File: src/rtl/logic16_arbiter.sv
// -----------------------------------------------------------------------------
// logic16_arbiter
//
// Round-robin arbiter in front of a single bitwise logic unit. Up to N_REQ
// requesters each present an opcode and two WIDTH-bit operands. One requester
// is granted at a time. Its operands are captured and evaluated, and the result
// is held on the response port until the consumer takes it.
//
// Opcodes: 00 AND, 01 OR, 10 NOT A (b ignored), 11 XOR.
//
// Build option:
//   LOGIC16_ARB_XOR_EN  defined   : op 11 returns a ^ b with rsp_err = 0.
//                       undefined : op 11 returns 0 with rsp_err = 1, and no
//                                   XOR datapath is built. Handshake timing is
//                                   identical in both builds.
//
// Ports:
//   clk        in   rising-edge clock
//   rst_n      in   asynchronous active-low reset
//   req_valid  in   [N_REQ]        per-requester request
//   req_ready  out  [N_REQ]        per-requester grant (one-hot or zero, IDLE only)
//   req_op     in   [2*N_REQ]      opcode, slice i = [2i+1:2i]
//   req_a      in   [WIDTH*N_REQ]  operand a, slice i = [WIDTH*i +: WIDTH]
//   req_b      in   [WIDTH*N_REQ]  operand b, slice i = [WIDTH*i +: WIDTH]
//   rsp_valid  out  result available (HOLD)
//   rsp_ready  in   consumer accepts result
//   rsp_id     out  [clog2(N_REQ)] requester that owns the result
//   rsp_data   out  [WIDTH]        result value
//   rsp_err    out  illegal-opcode flag
//   busy       out  a result is being held for the consumer
//
// Timing: an accept at edge T gives EXEC for one cycle and HOLD from edge T+1.
// The response handshake can complete at edge T+2, and the next accept can
// happen at edge T+3.
// -----------------------------------------------------------------------------
module logic16_arbiter #(
  parameter int N_REQ = 4,
  parameter int WIDTH = 16
) (
  input  logic                     clk,
  input  logic                     rst_n,
  input  logic [N_REQ-1:0]         req_valid,
  output logic [N_REQ-1:0]         req_ready,
  input  logic [2*N_REQ-1:0]       req_op,
  input  logic [WIDTH*N_REQ-1:0]   req_a,
  input  logic [WIDTH*N_REQ-1:0]   req_b,
  output logic                     rsp_valid,
  input  logic                     rsp_ready,
  output logic [$clog2(N_REQ)-1:0] rsp_id,
  output logic [WIDTH-1:0]         rsp_data,
  output logic                     rsp_err,
  output logic                     busy
);

  localparam int IDW = $clog2(N_REQ);

  typedef enum logic [1:0] {
    IDLE = 2'd0,
    EXEC = 2'd1,
    HOLD = 2'd2
  } state_t;

  typedef enum logic [1:0] {
    OP_AND  = 2'b00,
    OP_OR   = 2'b01,
    OP_NOTA = 2'b10,
    OP_XOR  = 2'b11
  } op_t;

  // State and captured request.
  state_t             state_q;
  logic [IDW-1:0]     ptr_q;
  op_t                op_q;
  logic [WIDTH-1:0]   a_q;
  logic [WIDTH-1:0]   b_q;
  logic [IDW-1:0]     id_q;

  // Registered response outputs.
  logic               rsp_valid_q;
  logic               busy_q;
  logic [WIDTH-1:0]   rsp_data_q;
  logic [IDW-1:0]     rsp_id_q;
  logic               rsp_err_q;

  // Arbitration and datapath signals.
  logic               grant_found;
  logic [IDW-1:0]     grant_idx;
  logic [IDW-1:0]     cand;
  logic [IDW-1:0]     ptr_d;
  logic [1:0]         sel_op;
  logic [WIDTH-1:0]   sel_a;
  logic [WIDTH-1:0]   sel_b;
  logic [WIDTH-1:0]   result_d;
  logic               err_d;

  // ---------------------------------------------------------------------------
  // Round-robin search. Scanning starts at ptr_q and wraps modulo N_REQ. The
  // first asserted request wins. A grant is offered only in IDLE, so the grant
  // depends only on req_valid and registered state.
  // ---------------------------------------------------------------------------
  always_comb begin
    // NOTE: every signal written here gets a default first; otherwise a path
    // that skips an assignment would infer a latch.
    grant_found = 1'b0;
    grant_idx   = '0;
    cand        = '0;
    for (int k = 0; k < N_REQ; k++) begin
      cand = IDW'((int'(ptr_q) + k) % N_REQ);
      if ((state_q == IDLE) && !grant_found && req_valid[cand]) begin
        grant_found = 1'b1;
        grant_idx   = cand;
      end
    end
  end

  assign req_ready = grant_found ? (N_REQ'(1) << grant_idx) : '0;

  // The pointer moves past the winner only when an accept happens.
  assign ptr_d = (int'(grant_idx) == N_REQ - 1) ? '0 : grant_idx + IDW'(1);

  // Select the winner's opcode and operands. Comparing against constant
  // indices keeps every part-select static.
  always_comb begin
    sel_op = '0;
    sel_a  = '0;
    sel_b  = '0;
    for (int i = 0; i < N_REQ; i++) begin
      if (grant_idx == IDW'(i)) begin
        sel_op = req_op[2*i +: 2];
        sel_a  = req_a[WIDTH*i +: WIDTH];
        sel_b  = req_b[WIDTH*i +: WIDTH];
      end
    end
  end

  // ---------------------------------------------------------------------------
  // Logic unit, evaluated on the captured operands during EXEC.
  // ---------------------------------------------------------------------------
  always_comb begin
    result_d = '0;
    err_d    = 1'b0;
    case (op_q)
      OP_AND:  result_d = a_q & b_q;
      OP_OR:   result_d = a_q | b_q;
      OP_NOTA: result_d = ~a_q;
      OP_XOR: begin
`ifdef LOGIC16_ARB_XOR_EN
        result_d = a_q ^ b_q;
`else
        // Without the XOR datapath, op 11 is reported as illegal and
        // result_d stays at its zero default.
        err_d = 1'b1;
`endif
      end
      default: begin
        result_d = '0;
        err_d    = 1'b0;
      end
    endcase
  end

  // ---------------------------------------------------------------------------
  // Control FSM with registered outputs.
  //   IDLE -> EXEC on accept: capture op/a/b/id and advance the pointer.
  //   EXEC -> HOLD always: register the result and raise rsp_valid/busy.
  //   HOLD -> IDLE on rsp_ready: drop rsp_valid/busy. No grant is possible
  //           in this cycle because req_ready is only non-zero in IDLE.
  // busy rises together with rsp_valid, so it is low in EXEC and high while a
  // result is being held.
  // ---------------------------------------------------------------------------
  always_ff @(posedge clk or negedge rst_n) begin
    if (!rst_n) begin
      // NOTE: the operand registers are reset too. They are a handful of
      // flops, not a memory, and a reset value keeps them out of X on idle
      // paths.
      state_q     <= IDLE;
      ptr_q       <= '0;
      op_q        <= OP_AND;
      a_q         <= '0;
      b_q         <= '0;
      id_q        <= '0;
      rsp_valid_q <= 1'b0;
      busy_q      <= 1'b0;
      rsp_data_q  <= '0;
      rsp_id_q    <= '0;
      rsp_err_q   <= 1'b0;
    end else begin
      // NOTE: non-blocking assignments throughout, so every register samples
      // pre-edge values regardless of statement order.
      case (state_q)
        IDLE: begin
          if (grant_found) begin
            op_q    <= op_t'(sel_op);
            a_q     <= sel_a;
            b_q     <= sel_b;
            id_q    <= grant_idx;
            ptr_q   <= ptr_d;
            state_q <= EXEC;
          end
        end
        EXEC: begin
          rsp_data_q  <= result_d;
          rsp_err_q   <= err_d;
          rsp_id_q    <= id_q;
          rsp_valid_q <= 1'b1;
          busy_q      <= 1'b1;
          state_q     <= HOLD;
        end
        HOLD: begin
          if (rsp_ready) begin
            rsp_valid_q <= 1'b0;
            busy_q      <= 1'b0;
            state_q     <= IDLE;
          end
        end
        default: begin
          rsp_valid_q <= 1'b0;
          busy_q      <= 1'b0;
          state_q     <= IDLE;
        end
      endcase
    end
  end

  assign rsp_valid = rsp_valid_q;
  assign busy      = busy_q;
  assign rsp_data  = rsp_data_q;
  assign rsp_id    = rsp_id_q;
  assign rsp_err   = rsp_err_q;

  // ---------------------------------------------------------------------------
  // Interface properties.
  // ---------------------------------------------------------------------------
  a_ready_onehot0 : assert property (@(posedge clk) disable iff (!rst_n)
    $onehot0(req_ready));

  a_ready_idle_only : assert property (@(posedge clk) disable iff (!rst_n)
    (state_q != IDLE) |-> (req_ready == '0));

  a_rsp_hold_stable : assert property (@(posedge clk) disable iff (!rst_n)
    (rsp_valid && !rsp_ready) |=>
      (rsp_valid && $stable(rsp_data) && $stable(rsp_id) && $stable(rsp_err)));

endmodule

File: config.mk
export PLATFORM = sky130hd
export DESIGN_NAME = logic16_arbiter
export DESIGN_NICKNAME = d
export VERILOG_FILES = /design/src/rtl/logic16_arbiter.sv
export SDC_FILE = /design/constraint.sdc
export NUM_CORES = 1
export LEC_CHECK = 0
export BUFFER_PORTS_ARGS = -buffer_cell sky130_fd_sc_hd__buf_2
export CORE_MARGIN = 8
export CORE_UTILIZATION = 25
export DETAILED_ROUTE_END_ITERATION = 12
export GPL_TIMING_DRIVEN = 0
export PLACE_DENSITY = 0.55
export SYNTH_ARGS = -nofsm -noshare
export SYNTH_HDL_FRONTEND = slang
export SYNTH_SLANG_ARGS = --single-unit
File: constraint.sdc
create_clock -name clk -period 8.3 [get_ports clk]
set_clock_uncertainty 0.15 [all_clocks]
set_input_delay 1.245 -clock clk [delete_from_list [all_inputs] [get_ports clk]]
set_output_delay 1.245 -clock clk [all_outputs]
set_load 0.005 [all_outputs]
==> impl_metrics.py, run 1 <==
metrics = {
    "place": {
        "dp_hpwl_mm": 12.2,
        "place_inst": 830,
        "place_congestion": 0.784,
        "io_buffers": 167,
    },
    "cts": {
        "cts_buffers": 9,
        "clk_pin_slew_worst_paths_ns": 0.05,
        "cts_hold_buf": 0,
        "clock_path_buffers": 2,
        "cts.sinks": 60,
        "tritoncts": "built",
        "clkLatencyLatePin_ns": 0.33,
        "htree_num_levels": 3,
        "cts_setup_buffers": 0,
        "cts_root_buf": "clkbuf_16",
        "cts_resized": 0,
    },
    "timing": {
        "slew_headroom_pct": 39.9,
        "slew_violations": 0,
        "hold_violations": 0,
        "grt_setup_unrepaired": "false",
        "worst_pin_slew_ns": 0.901,
        "fmax_ghz": 0.198,
        "setup_viol": 0,
        "tns_ns": 0,
        "period_needed_ns": 5.06,
        "fin_crit_sh_pct": 61.0,
    },
    "synth": {
        "synth.yosys.warnings": 0,
        "ys_types": 28,
        "syn_area_per_cell_sq_um": 8.00,
        "syn-num-nets": 621,
        "synth-seq-cells": 60,
        "syn_inst": 474,
        "seq_area_frac_synth_pct": 39.6,
        "syn_area_sq_um": 3790,
    },
    "status": {
        "status": "completed",
    },
    "grt": {
        "grt_util_met1_pct": 19.1,
        "grt_pass1_wl_mm": 23.6,
        "antenna_found_initial": 2,
        "grt_max_degree": 37,
        "track_usage_pct": 15.4,
        "grt-ovfl-total": 0,
        "grtUsageMet3_pct": 2.99,
        "gr-usage-met2_pct": 26.2,
        "first_global_vias": 4231,
        "top_usage_layer": "met2",
    },
    "critical_path": {
        "critPathCaptureType": "output port",
        "worstPathArrival_ns": 3.67,
        "critPathMaxStageDelay_ns": 0.46,
        "reg2reg_depth": 11,
        "regToRegStartpoint": "state_q[1]",
        "required_ns": 6.90,
        "path_buf_inv": 5,
        "crit_fanout": 10,
        "path_cells": "buf_2 > nand2b_1 > a21o_1 > a2111oi_4 > ha_1 > clkbuf_1 > buf_2 > clkbuf_1 > and2_1 > buf_2",
        "ff2ff_setup_slack_ns": 5.06,
        "cp-start-kind": "input port",
        "cp_top_family": "buffers and inverters",
        "cpMostUsedCell": "buf_2",
        "r2r_end": "op_q[0]",
        "crit_slowest_cell": "a2111oi_4",
        "setup.worst_path.class": "input port to output port",
    },
    "finish": {
        "area_growth_pct": 37.0,
        "stdcell_count": 845,
        "nets": 800,
        "layout-drive-gt1-share_pct": 32.0,
    },
    "floorplan": {
        "start_util_pct": 25.2,
        "dieWidth_microns": 139,
        "rows": 45,
        "io_pins": 168,
        "core_sq_um": 15000,
        "design.die.area_sq_um": 19400,
        "fp.dieH_microns": 139,
    },
    "worst_hold_path": {
        "hold_depth": 2,
        "min-delay-start": "rsp_data[1]",
        "hold_class": "register to register",
        "holdPathEnd": "rsp_data[1]",
    },
    "detailed_routing": {
        "first_pass_iters": 4,
        "wl_per_cell_microns": 18.0,
        "drc_errors": 0,
        "drt-initial-drc-count": 173,
        "ant_nets": 0,
        "vias": 4055,
        "viasPerCell": 4.80,
        "drt_wl_total_mm": 15.2,
    },
    "power_and_ir_drop": {
        "p_leak_uw": 0.00258,
        "ir_drop_mv": 0.148,
        "power.density_nw_per_um2": 413,
    },
    "job": {
        "maxCapViolCount": 0,
    },
}
logic make-up after synthesis:
family	Yosys count	share of synthesized area, %
AO/OA/AOI/OAI	169	31.4
adder cells (fa/ha/maj)	4	1.32
buffers and inverters	81	10.5
flip-flops	60	39.6
multiplexers	2	0.594
AND/OR/NAND/NOR	158	16.6
tightest hold or removal path: stages, from the launching register on:
cell	delay [ns]
dfrtp_1	0.33
nand2_1	0.04
o21ai_0	0.06
through the flow:
step	area (sq um)	util [%]	hold slack [ns]	setup WS (ns)	total power, uW
6_report	5190	34.6	0.321	3.24	2150
5_1_grt	5190	34.6	0.337	3.09	2330
4_1_cts	5190	34.5	0.327	3.22	2160
3_5_place_dp	4880	32.5	0.315	3.24	1770
3_3_place_gp	4860	32.3	0.309	3.20	1760
2_1_floorplan	3790	-	0.296	3.99	1370
Yosys cell counts (all sizes together):
cell	number	share of area, %
o31ai	1	0.56
nor2b	2	0.40
and2	4	0.66
inv	39	3.9
o21a	1	0.20
nand2b	5	0.83
nand2	76	7.5
o21ai	38	5.0
buf	21	4.6
a221oi	34	7.9
a2111oi	1	0.73
nor2	69	6.8
ha	4	1.3
dfrtp	60	40
clkbuf	21	2.1
mux2	2	0.59
a21oi	24	3.2
a21o	3	0.59
or2	1	0.23
a211o	33	7.6
a31oi	33	5.4
nor3	1	0.13
o211ai	1	0.20
layout make-up:
| class | instances | area [sq um] |
|---|---|---|
| antenna | 1 | 2.50 |
| multi-input combinational | 333 | 1890 |
| buffer | 42 | 251 |
| timing repair buffer | 168 | 856 |
| inverter | 39 | 146 |
| tap | 188 | 235 |
| clock buffer | 13 | 280 |
| clock inverter | 1 | 30.0 |
| fill | 1593 | 9840 |
| sequential | 60 | 1500 |
state kept, by name, indices dropped and copies added, names as in the netlist:
register and count:
a_q 16, b_q 16, rsp_data 16, id_q 2, op_q 2, ptr_q 2
rsp_id 2, state_q 2, busy 1, rsp_err 1
layout by cell type, fill, tap and decap left out, drive strengths merged, types with 2 or more instances in the layout:
master and count:
buf 189, o21ai 38, mux2 2, a21o 3, nand2 76, a221oi 34, and2 4, dfrtp 60
inv 39, a211o 33, a21oi 24, nand2b 5, ha 4, clkbuf 34, nor2 69, nor2b 2
a31oi 33
worst max-delay path by stage:
stage                 start            to  slack [ns]  cells after the start
2_1_floorplan  req_valid[0]  req_ready[2]        3.99                      8
3_3_place_gp   req_valid[0]  req_ready[2]        3.20                     10
3_5_place_dp   req_valid[0]  req_ready[2]        3.24                     10
4_1_cts        req_valid[0]  req_ready[2]        3.22                     10
5_1_grt        req_valid[0]  req_ready[2]        3.09                     10
6_report       req_valid[0]  req_ready[2]        3.24                     10
where the power goes:
part / switching, uW / internal, uW
sequential: 138 / 444
combinational: 658 / 518
clock: 127 / 262
total: 923 / 1220
routing by layer:
layer	up-vias	wire length, microns
met5	-	10
met3	19	718
met4	2	286
li1	2022	-
met2	125	7320
met1	1887	6860
No activity file was read; power rests on OpenSTA's default activity.
==> inputs of run 2 (changes only) <==
--- a/config.mk
+++ b/config.mk
@@ -5,12 +5,13 @@
 export SDC_FILE = /design/constraint.sdc
 export NUM_CORES = 1
 export LEC_CHECK = 0
+export ABC_AREA = 1
 export BUFFER_PORTS_ARGS = -buffer_cell sky130_fd_sc_hd__buf_2
 export CORE_MARGIN = 8
 export CORE_UTILIZATION = 25
 export DETAILED_ROUTE_END_ITERATION = 12
 export GPL_TIMING_DRIVEN = 0
-export PLACE_DENSITY = 0.55
+export PLACE_DENSITY = 0.54
 export SYNTH_ARGS = -nofsm -noshare
 export SYNTH_HDL_FRONTEND = slang
 export SYNTH_SLANG_ARGS = --single-unit
==> constraint.sdc (replaced) <==
create_clock -name clk -period 4.85 [get_ports clk]
set_clock_uncertainty 0.15 [all_clocks]
set_input_delay 0.7275 -clock clk [delete_from_list [all_inputs] [get_ports clk]]
set_output_delay 0.7275 -clock clk [all_outputs]
set_load 0.005 [all_outputs]
==> impl_metrics.py, run 2 <==
metrics = {
    "grt": {
        "first_global_vias": 4660,
        "grtUsageMet3_pct": 3.55,
        "antenna_found_initial": 0,
        "grt-ovfl-total": 0,
        "top_usage_layer": "met2",
        "gr-usage-met2_pct": 24.3,
        "grt_util_met1_pct": 21.1,
        "track_usage_pct": 15.8,
        "grt_pass1_wl_mm": 25.4,
        "grt_max_degree": 61,
    },
    "finish": {
        "final_cell_mix": "185 x nand2_1, 166 x buf_2, 80 x o21ai_0",
        "final_common_cell": "nand2_1",
        "layout-drive-gt1-share_pct": 25.8,
        "antennaDiodeCount": 0,
        "nets": 940,
        "area_growth_pct": 34.6,
    },
    "cts": {
        "cts_buffers": 9,
        "clk_pin_slew_worst_paths_ns": 0.05,
        "cts_setup_buffers": 0,
        "htree_num_levels": 3,
        "tritoncts": "built",
        "cts_hold_buf": 0,
        "clock_path_buffers": 2,
        "cts_root_buf": "clkbuf_16",
        "clkLatencyLatePin_ns": 0.33,
        "cts_resized": 0,
        "cts.sinks": 60,
    },
    "synth": {
        "synth_top_area_cell": "dfrtp_1",
        "synth.most_common_cell": "nand2_1",
        "seq_area_frac_synth_pct": 36.8,
        "synth_edf_count": 0,
        "synth_ff_type": "dfrtp_1",
        "synthArstFlopShare_pct": 100,
        "synth.area.top_cells": "dfrtp_1 37%, nand2_1 17%, o21ai_0 9.8%",
        "syn_area_per_cell_sq_um": 6.64,
        "yosys-top-cells-count": "185 x nand2_1, 80 x o21ai_0, 60 x dfrtp_1",
        "ys_types": 26,
        "synth-seq-cells": 60,
        "syn_inst": 615,
        "synth.yosys.warnings": 0,
        "syn-num-nets": 762,
        "syn_area_sq_um": 4080,
        "synth_top_area_share_pct": 36.8,
    },
    "timing": {
        "worst_pin_slew_ns": 0.776,
        "slew_headroom_pct": 48.3,
        "setup_viol": 0,
        "slew_violations": 0,
        "fin_ws_ns": 0.935,
        "grt_setup_unrepaired": "false",
        "period_needed_ns": 3.91,
        "hold_violations": 0,
        "fmax_ghz": 0.255,
        "fin_crit_sh_pct": 80.7,
        "tns_ns": 0,
    },
    "power_and_ir_drop": {
        "total_power_uw": 4650,
        "switchingPower_uw": 2390,
        "combPwrFrac_pct": 66.9,
        "clkPwrFrac_pct": 13.9,
        "p_int_uw": 2260,
        "ir_drop_mv": 0.300,
        "p_sw_share_pct": 51.5,
        "power.density_nw_per_um2": 846,
        "p_leak_uw": 0.00280,
        "p_seq_share_pct": 19.2,
    },
    "critical_path": {
        "crit_fanout": 10,
        "cpMostUsedCell": "nand2_1",
        "path_cells": "nor2_2 > nand3_1 > nand4_1 > nor2_1 > nand2_1 > nand2_1 > inv_1 > ha_1 > clkbuf_1 > clkbuf_1 > nand2_1 > inv_1 > buf_2",
        "crit_slowest_cell": "dfrtp_1",
        "regToRegStartpoint": "state_q[0]",
        "critPathMaxStageDelay_ns": 0.41,
        "critPathLaunch": "state_q[0]",
        "critPathCaptureType": "output port",
        "worstPathArrival_ns": 3.04,
        "setup.worst_path.class": "register to output port",
        "required_ns": 3.97,
        "cp-start-kind": "register",
    },
    "detailed_routing": {
        "wl_per_cell_microns": 15.6,
        "ant_nets": 0,
        "drt-initial-drc-count": 289,
        "drc_errors": 0,
        "vias": 4564,
        "viasPerCell": 4.50,
        "drt_wl_total_mm": 15.8,
        "first_pass_iters": 4,
    },
    "floorplan": {
        "rows": 46,
        "dieWidth_microns": 144,
        "start_util_pct": 25.6,
        "io_pins": 168,
        "core_sq_um": 15900,
        "fp.dieH_microns": 144,
        "design.die.area_sq_um": 20700,
    },
    "job": {
        "maxCapViolCount": 0,
    },
    "worst_hold_path": {
        "min-delay-start": "rsp_id[1]",
        "hold_class": "register to register",
    },
    "status": {
        "status": "completed",
    },
    "place": {
        "pre_cts_ws_ns": 1.07,
        "io_buffers": 167,
        "place_congestion": 0.805,
        "dp_hpwl_mm": 12.8,
    },
}
## run 2: cell count changes in the layout (fill, tap and decap cells not counted), sizes merged, moves of 16 or more
cell	previous run	this run
nor2	69	24
clkbuf	34	50
nand3	0	45
a211o	33	0
a221oi	34	0
nand2	76	188
a21oi	24	50
o21ai	38	121
a31oi	33	0
## run 2: worst paths after layout
| kind | to | slack [ns] | cells after the start |
|---|---|---|---|
| min in group asynchronous | b_q[6] | 0.32 | 1 |
| max in group asynchronous | a_q[12] | 3.71 | 1 |
| setup / recovery | req_ready[2] | 0.94 | 13 |
| hold / removal | rsp_id[1] | 0.31 | 2 |
| hold reg to reg | rsp_id[1] | 0.31 | 2 |
| setup reg to reg | a_q[10] | 1.35 | 17 |
## run 2: through the flow
stage | area, sq um | utilization [%] | std cells | hold WS (ns)
final | 5500 | 34.5 | 1014 | 0.312
after global routing | 5500 | 34.5 | 1014 | 0.349
after CTS | 5490 | 34.5 | 1014 | 0.317
after detailed placement | 5190 | 32.5 | 998 | 0.304
after global placement | 5190 | 32.5 | 998 | 0.304
after floorplan | 4080 | - | 615 | 0.282
## run 2: power by group through the flow
stage                     Combinational [uW]  Clock (uW)  Sequential [uW]
final                                   3110         647              892
after global routing                    3610         679              922
after CTS                               3150         660              894
after detailed placement                3130           0              901
after global placement                  3100           0              894
after floorplan                         2200           0              870
## run 2: cell families after synthesis
kind of cell,after synthesis,synth area share (%)
buf+inv,100,10.7
fa+ha+maj,4,1.23
compound gates,189,25.0
simple gates,262,26.3
flops,60,36.8
## run 2: area by class of cell
| class | count | area [sq um] |
|---|---|---|
| inverter | 53 | 204 |
| buffer | 47 | 233 |
| clock buffer | 12 | 256 |
| tap | 216 | 270 |
| clock inverter | 4 | 47.5 |
| sequential | 60 | 1500 |
| fill | 1803 | 10400 |
| multi-input combinational | 455 | 2140 |
| timing repair buffer | 167 | 838 |
## run 2: critical path, delay by kind of cell, from the launching register on
family        cells  cell delay (ns)
simple gates      7             1.12
buf+inv           5             1.03
fa+ha+maj         1             0.15
flops             1             0.41
## run 2: per-layer routing
layer  wire length [microns]  part of all wire [%]
met5                       0                     0
met2                    7030                    44
met1                    7570                    48
met3                     935                   5.9
met4                     270                   1.7
